$ cat config.mk
export PLATFORM = sky130hd
export DESIGN_NAME = tap_delay_line
export DESIGN_NICKNAME = d
export VERILOG_FILES = /design/src/rtl/tap_delay_line.sv
export SDC_FILE = /design/constraint.sdc
export NUM_CORES = 1
export LEC_CHECK = 0
export CORE_UTILIZATION = 40
export DETAILED_ROUTE_END_ITERATION = 7
export GPL_ROUTABILITY_DRIVEN = 0
export SKIP_CTS_REPAIR_TIMING = 1
export SLEW_MARGIN = 20
export SYNTH_ARGS = -nofsm -noshare
export SYNTH_HDL_FRONTEND = slang
export SYNTH_SLANG_ARGS = --single-unit
$ cat constraint.sdc
create_clock -name clk -period 2.9 [get_ports clk]
set_input_delay 0.29 -clock clk [delete_from_list [all_inputs] [get_ports clk]]
set_output_delay 0.29 -clock clk [all_outputs]
set_load 0.1 [all_outputs]
$ cat src/rtl/tap_delay_line.sv
// ---------------------------------------------------------------------------
// tap_delay_line
//
// Multi-channel tapped delay line. Each of NUM_CH interleaved channels keeps
// its own NUM_TAPS-deep sample history and a saturating fill counter. An
// accepted sample shifts into its channel's history. One cycle later the
// block presents a registered snapshot of that channel's whole history.
//
// Ports
//   clk         in   rising-edge clock
//   rst         in   synchronous active-high reset (highest priority)
//   in_valid    in   qualifies in_ch / in_data for one cycle
//   in_ch       in   channel index of the incoming sample (ignored if NUM_CH=1)
//   in_data     in   raw sample
//   flush       in   clears every channel's history (priority over in_valid)
//   out_valid   out  one-cycle pulse marking a fresh snapshot
//   out_ch      out  channel of the current snapshot
//   taps        out  snapshot; tap k at [k*DATA_WIDTH +: DATA_WIDTH], tap 0 newest
//   fill_count  out  valid samples held for out_ch, saturating at NUM_TAPS
//   full        out  fill_count == NUM_TAPS
//   ch_err      out  one-cycle pulse after a sample to a nonexistent channel
//
// All outputs are registered, so there is no combinational input-to-output path.
// ---------------------------------------------------------------------------
module tap_delay_line #(
    parameter  int DATA_WIDTH = 16,
    parameter  int NUM_TAPS   = 8,
    parameter  int NUM_CH     = 2,
    localparam int CH_W       = (NUM_CH > 1) ? $clog2(NUM_CH) : 1,
    localparam int CNT_W      = $clog2(NUM_TAPS + 1)
) (
    input  logic                           clk,
    input  logic                           rst,
    input  logic                           in_valid,
    input  logic [CH_W-1:0]                in_ch,
    input  logic [DATA_WIDTH-1:0]          in_data,
    input  logic                           flush,
    output logic                           out_valid,
    output logic [CH_W-1:0]                out_ch,
    output logic [NUM_TAPS*DATA_WIDTH-1:0] taps,
    output logic [CNT_W-1:0]               fill_count,
    output logic                           full,
    output logic                           ch_err
);

    localparam int HIST_W = NUM_TAPS * DATA_WIDTH;

    // Per-channel state.
    logic [NUM_CH-1:0][HIST_W-1:0] hist_q, hist_d;
    logic [NUM_CH-1:0][CNT_W-1:0]  cnt_q,  cnt_d;

    // Registered outputs.
    logic              out_valid_q, out_valid_d;
    logic [CH_W-1:0]   out_ch_q,    out_ch_d;
    logic [HIST_W-1:0] taps_q,      taps_d;
    logic [CNT_W-1:0]  fill_q,      fill_d;
    logic              full_q,      full_d;
    logic              ch_err_q,    ch_err_d;

    // Channel decode. A single-channel build ignores in_ch entirely.
    logic [CH_W-1:0]   ch_sel;
    logic              ch_ok;
    logic              accept;
    logic              drop_bad;
    logic [HIST_W-1:0] hist_sel;
    logic [HIST_W-1:0] hist_shift;
    logic [CNT_W-1:0]  cnt_cur;
    logic [CNT_W-1:0]  cnt_next;

    assign ch_sel   = (NUM_CH == 1) ? '0 : in_ch;
    assign ch_ok    = (NUM_CH == 1) || (32'(in_ch) < 32'(NUM_CH));
    assign accept   = in_valid && ch_ok && !flush;
    assign drop_bad = in_valid && !ch_ok && !flush;

    // History of the addressed channel. The index is only meaningful when ch_ok.
    assign hist_sel = hist_q[ch_sel];
    assign cnt_cur  = cnt_q[ch_sel];

    // Shift toward older taps: the newest sample enters at tap 0 (LSBs) and the
    // oldest tap falls off the top.
    assign hist_shift = {hist_sel[HIST_W-DATA_WIDTH-1:0], in_data};

    // The fill counter saturates rather than wrapping, so it stays at NUM_TAPS.
    assign cnt_next = (cnt_cur == CNT_W'(NUM_TAPS)) ? cnt_cur : cnt_cur + CNT_W'(1);

    always_comb begin
        hist_d      = hist_q;
        cnt_d       = cnt_q;
        out_valid_d = 1'b0;
        ch_err_d    = 1'b0;
        out_ch_d    = out_ch_q;
        taps_d      = taps_q;
        fill_d      = fill_q;
        full_d      = full_q;

        if (flush) begin
            // Flush wipes all history and the visible snapshot. A sample
            // presented in the same cycle is lost and raises no error.
            hist_d = '0;
            cnt_d  = '0;
            taps_d = '0;
            fill_d = '0;
            full_d = 1'b0;
        end else if (accept) begin
            hist_d[ch_sel] = hist_shift;
            cnt_d[ch_sel]  = cnt_next;
            out_valid_d    = 1'b1;
            out_ch_d       = ch_sel;
            taps_d         = hist_shift;
            fill_d         = cnt_next;
            full_d         = (cnt_next == CNT_W'(NUM_TAPS));
        end else if (drop_bad) begin
            ch_err_d = 1'b1;
        end
    end

    always_ff @(posedge clk) begin
        if (rst) begin
            hist_q      <= '0;
            cnt_q       <= '0;
            out_valid_q <= 1'b0;
            out_ch_q    <= '0;
            taps_q      <= '0;
            fill_q      <= '0;
            full_q      <= 1'b0;
            ch_err_q    <= 1'b0;
        end else begin
            hist_q      <= hist_d;
            cnt_q       <= cnt_d;
            out_valid_q <= out_valid_d;
            out_ch_q    <= out_ch_d;
            taps_q      <= taps_d;
            fill_q      <= fill_d;
            full_q      <= full_d;
            ch_err_q    <= ch_err_d;
        end
    end

    assign out_valid  = out_valid_q;
    assign out_ch     = out_ch_q;
    assign taps       = taps_q;
    assign fill_count = fill_q;
    assign full       = full_q;
    assign ch_err     = ch_err_q;

endmodule
==> results.py, run 1 <==
metrics = {
    "place": {
        "hpwl_mm": 22.44,
        "pre_cts_ws_ns": 0.6194,
        "dp_cells": 1896,
        "io_buffers": 155,
    },
    "drt": {
        "viasPerCell": 5.312,
        "dr_total_vias": 10444,
        "drc": 0,
        "wl_mm": 35.66,
        "ant_nets": 0,
        "drt-initial-drc-count": 776,
        "post_drt_wl_per_cell_microns": 18.14,
        "first_pass_iters": 5,
    },
    "worst_setup_path": {
        "end_kind": "flip-flop",
        "reg2reg_slack_ns": 0.97,
        "r2r-start": "cnt_q[4]",
        "r2r_cells": 6,
        "r2r-end": "fill_count[0]",
        "critPathKind": "flip-flop to flip-flop",
        "worst_ep_arrival_time_ns": 2.36,
        "cp-start-kind": "flip-flop",
        "required_ns": 3.33,
        "cp_max_fo": 4,
    },
    "logic_synthesis": {
        "synth_top_cell_area_share": 0.5363,
        "yosysTopAreaCell": "dfxtp_1",
        "synth_edf_count": 0,
        "ys_warn_count": 0,
        "ys_seq_area_frac": 0.5363,
        "ys_types": 36,
        "synthesis.area_sq_um": 13700,
        "avgSynthCellArea_sq_um": 9.758,
        "synth.most_common_cell": "dfxtp_1",
        "synth_nets": 1427,
        "synth_commonest_cells": "dfxtp_1, nand2_1, nor2_1",
        "ys_ff_latch": 367,
        "synth-main-ff-cell": "dfxtp_1",
        "syn_inst": 1404,
        "synth.area.top_cells": "dfxtp_1, mux2i_1, o221a_2",
        "synthArstFlopShare": 0,
    },
    "run": {
        "max_cap_viol_count": 0,
    },
    "sta": {
        "relSlewSlack": 0.3634,
        "period_needed_ns": 1.930,
        "tightest_slew_ns": 0.9550,
        "hold_viol": 0,
        "grt_setup_unrepaired": "false",
        "fin_ws_ns": 0.9701,
        "setup_violations": 0,
        "hold_ws_ns": 0.1812,
        "min_period_over_period": 0.6655,
        "setup_tns_ns": 0,
        "slew_violations": 0,
        "fin_skew_ns": 0.01630,
        "max_freq_mhz": 518.2,
    },
    "layout": {
        "num_antenna_cells": 0,
        "drive_gt1_frac": 0.2181,
        "fin_cells": 1966,
        "final_nets": 1512,
        "areaGrowthSynthToFinish_pct": 19.63,
    },
    "clocking": {
        "tritoncts": "done",
        "numCtsBuffers": 39,
        "clk_path_buf_depth": 3,
        "insertion_delay_ns": 0.53,
        "clk_root_buffer_cell": "clkbuf_16",
        "cts.sinks": 367,
        "cts_htree_levels": 2,
        "clk_pin_slew_ns": 0.06,
    },
    "global_routing": {
        "gr-usage-met1": 0.3007,
        "antenna_found_initial": 0,
        "grt.total_usage": 0.2019,
        "use_met2": 0.3063,
        "use_met3": 0.03133,
        "grt.busiest_layer": "met2",
        "grt_first_pass_wirelength_mm": 57.19,
        "grt_max_degree": 152,
        "gr-total-overflow": 0,
        "grt_pass1_vias": 9859,
    },
    "worst_hold_path": {
        "hold_path_class": "primary input to flip-flop",
        "holdCritStartpoint": "in_ch",
        "hold_end": "cnt_q[4]",
        "hold_path_depth": 4,
    },
    "floorplan": {
        "pin_count": 157,
        "die_w_microns": 187.1,
        "core_region_area_sq_um": 33620,
        "initial_core_util": 0.4076,
        "die_h_microns": 187.1,
        "die_area_sq_um": 35000,
        "rows": 67,
    },
    "pwr": {
        "switching_power_mw": 2.850,
        "cellInternalPower_mw": 8.275,
        "pwr-share-clk": 0.438,
        "switching_share": 0.2562,
        "leakagePower_nw": 6.400,
        "p_comb_frac": 0.094,
        "p_per_area_nw_per_um2": 678.7,
        "max-vdd-ir-drop_uv": 366.8,
        "seqPwrFrac": 0.467,
    },
    "outcome": {
        "status": "completed",
    },
}
[registers in the layout, summed over array words and instances (netlist names)]
name and cells:
full 1, fill_count 4, hist_q 224, out_ch 1
taps 128, cnt_q 8, out_valid 1
[stage by stage]
stage               area (sq um)  utilization  power [mW]
CTS                        16390       0.4876       11.26
detailed placement         15120       0.4497       6.365
global route               16390       0.4876       11.56
global placement           15120       0.4497       6.357
floorplan                  13700            -       6.108
finish                     16390       0.4876       11.12
[cells by family after synthesis]
| kind of cell | Yosys count | share of synthesized area |
|---|---|---|
| other cells | 1 | 0.0002737 |
| buf+inv | 135 | 0.04859 |
| compound gates | 350 | 0.1961 |
| mux | 133 | 0.09726 |
| simple gates | 413 | 0.1178 |
| xor+xnor | 3 | 0.001918 |
| flops | 367 | 0.5363 |
| fa+ha+maj | 2 | 0.001826 |
[routing by layer]
metal	vias up	wire length [microns]
met5	-	0
met4	0	450
met3	39	1673
met2	252	16070
met1	4978	17470
li1	5175	-
[power groups by stage]
| stage | registers, mW | clock network (mW) | logic [mW] |
|---|---|---|---|
| detailed placement | 5.31 | 0 | 1.06 |
| global placement | 5.31 | 0 | 1.05 |
| finish | 5.20 | 4.88 | 1.05 |
| floorplan | 5.69 | 0 | 0.418 |
| global route | 5.21 | 5.25 | 1.11 |
| CTS | 5.20 | 5.00 | 1.06 |
[placed cells by master, fill, tap and decap left out, types with 7 or more instances in the layout]
master,Yosys,routed
dfxtp_1,367,367
nand2_1,253,252
buf_4,8,149
nor2_1,137,136
mux2i_1,132,132
a21oi_1,127,127
a211oi_1,114,114
o221a_2,102,102
clkbuf_16,0,39
clkdlybuf4s50_1,0,18
clkbuf_8,0,12
clkbuf_1,60,9
buf_12,0,9
nand3_1,7,7
clkinv_2,0,7
[worst max-delay path: stages (launching register included)]
cell and delay [ns]:
dfxtp_1 0.34, mux2i_1 0.29, ha_1 0.22, nor4bb_1 0.41, nor2_1 0.18, xnor2_1 0.18
a211oi_1 0.23
[worst max-delay path by stage]
stage                  start       endpoint  cells after the start
global placement       in_ch    hist_q[152]                      5
global route        cnt_q[4]  fill_count[0]                      6
detailed placement     in_ch    hist_q[190]                      5
CTS                 cnt_q[4]  fill_count[0]                      6
floorplan              in_ch  fill_count[0]                     10
finish              cnt_q[4]  fill_count[0]                      6
[area by class of cell]
| class | instances | area [sq um] |
|---|---|---|
| clock buffer | 60 | 1175 |
| clock inverter | 10 | 97.59 |
| fill | 3198 | 17230 |
| inverter | 2 | 7.507 |
| multi-input combinational | 902 | 5713 |
| sequential | 367 | 7347 |
| tap | 448 | 560.5 |
| timing repair buffer | 177 | 1490 |
(Power assumes the default switching activity.)
==> inputs of run 2 (changes only) <==
- clock period: 2.9 -> 1.8 ns (I/O delays scaled with it)
==> results.py, run 2 (same netlist as run 1, synthesis figures left out) <==
metrics = {
    "outcome": {
        "status": "completed",
    },
    "layout": {
        "drive_gt1_frac": 0.2343,
        "final_core_util": 0.4994,
        "layout_common_cells": "dfxtp_1, nand2_1, buf_4",
        "multi_input_area_sq_um": 5752,
        "seqCellArea_sq_um": 7347,
        "mostFrequentLayoutCell": "dfxtp_1",
        "top_register": "hist_q",
        "num_antenna_cells": 0,
        "largest_reg_flops": 224,
        "fin_cells": 1997,
        "final_nets": 1546,
        "areaGrowthSynthToFinish_pct": 22.54,
        "nFillCells": 3165,
    },
    "sta": {
        "max_freq_mhz": 603.3,
        "grt_setup_unrepaired": "false",
        "min_period_over_period": 0.9209,
        "relSlewSlack": 0.5804,
        "hold_viol": 0,
        "fin_ws_ns": 0.1425,
        "setup_violations": 0,
        "tightest_slew_ns": 0.6294,
        "fin_skew_ns": 0.01687,
        "hold_ws_ns": 0.01476,
        "setup_tns_ns": 0,
        "slew_violations": 0,
        "period_needed_ns": 1.658,
    },
    "floorplan": {
        "initial_core_util": 0.4076,
        "pin_count": 157,
        "die_w_microns": 187.1,
        "die_h_microns": 187.1,
        "core_region_area_sq_um": 33620,
        "rows": 67,
        "die_area_sq_um": 35000,
    },
    "place": {
        "hpwl_mm": 24.05,
        "pre_cts_ws_ns": -0.02412,
        "dp_cells": 1929,
        "io_buffers": 155,
    },
    "global_routing": {
        "antenna_found_initial": 0,
        "grt_pass1_vias": 10058,
        "grt.total_usage": 0.2065,
        "grt_first_pass_wirelength_mm": 57.97,
        "gr-total-overflow": 0,
        "grt_max_degree": 106,
    },
    "clocking": {
        "clk_root_buffer_cell": "clkbuf_16",
        "insertion_delay_ns": 0.53,
        "cts.sinks": 367,
        "cts_htree_levels": 2,
        "numCtsBuffers": 40,
        "tritoncts": "done",
        "clk_path_buf_depth": 3,
        "clk_pin_slew_ns": 0.06,
    },
    "worst_setup_path": {
        "required_ns": 2.18,
        "cp_slowest_stage_delay_ns": 0.34,
        "cp_max_fo": 4,
        "crit_buf_inv": 0,
        "critPathKind": "flip-flop to flip-flop",
        "cp-startpoint": "cnt_q[4]",
        "cp-start-kind": "flip-flop",
        "crit_chain": "mux2i_2 > ha_2 > nor4bb_4 > nor2_2 > xnor2_1 > a211oi_1",
        "r2r-start": "cnt_q[4]",
        "cp_top_family": "simple AND/OR/NAND/NOR gates",
        "worst_ep_arrival_time_ns": 2.04,
        "end_kind": "flip-flop",
        "critPathSlowestCell": "dfxtp_1",
    },
    "drt": {
        "wl_mm": 36.49,
        "first_pass_iters": 5,
        "dr_total_vias": 10546,
        "drt-initial-drc-count": 614,
        "drc": 0,
        "viasPerCell": 5.281,
        "post_drt_wl_per_cell_microns": 18.27,
        "ant_nets": 0,
    },
    "pwr": {
        "leakagePower_nw": 6.584,
        "seqPwrFrac": 0.469,
        "cellInternalPower_mw": 13.29,
        "p_per_area_nw_per_um2": 1064,
        "switching_power_mw": 4.571,
        "pwr-share-clk": 0.431,
        "p_comb_frac": 0.100,
        "max-vdd-ir-drop_uv": 604.4,
        "switching_share": 0.2559,
    },
    "worst_hold_path": {
        "holdCritStartpoint": "in_valid",
        "hold_path_class": "primary input to flip-flop",
    },
    "run": {
        "max_cap_viol_count": 0,
    },
}
## run 2: changes by cell type in the layout (fill, tap and decap cells not counted), sizes merged
cell and delta:
inv +2, clkbuf +1, clkinv -6, clkinvlp +1, buf +33
## run 2: power groups by stage
stage	clock, mW	sequential [mW]	combinational [mW]
after floorplan	0	9.17	0.685
after global placement	0	8.55	1.78
after detailed placement	0	8.55	1.79
after CTS	7.88	8.37	1.79
after global routing	8.22	8.39	1.88
final	7.71	8.37	1.78
## run 2: final cells by class
class / count / area share
clock buffer: 61 / 0.06856
clock inverter: 7 / 0.004173
inverter: 2 / 0.0004472
multi-input combinational: 902 / 0.3426
sequential: 367 / 0.4376
tap: 448 / 0.03339
timing repair buffer: 210 / 0.1132
## run 2: per-layer routing
layer / vias to the layer above / global-route usage / wire length [microns]
met2: 252 / 0.3287 / 16770
li1: 5241 / - / -
met3: 50 / 0.02871 / 1492
met5: - / 0 / 0
met1: 5003 / 0.2936 / 17580
met4: 0 / 0.05139 / 652
## run 2: final timing paths
path,end,slack (ns),depth (start not counted)
setup / recovery,fill_count[0],0.14,6
hold / removal,taps[0],0.01,3
setup reg to reg,fill_count[0],0.14,6
hold reg to reg,hist_q[69],0.45,2
## run 2: tightest hold or removal path, delay by kind of cell
family                 cells  cell delay (ns)
muxes                      1             0.09
and+or+nand+nor            1             0.07
buffers and inverters      1             0.16
## run 2: per-stage QoR
| stage | cell area [sq um] | power (mW) |
|---|---|---|
| after detailed placement | 15560 | 10.34 |
| after floorplan | 13770 | 9.852 |
| after CTS | 16780 | 18.05 |
| after global routing | 16790 | 18.48 |
| after global placement | 15560 | 10.33 |
| final | 16790 | 17.86 |
==> inputs of run 3 (changes only) <==
- CAP_MARGIN: unset -> 15
==> results of run 3 <==
The final DEF is identical to that of run 2; final timing and power are the same.
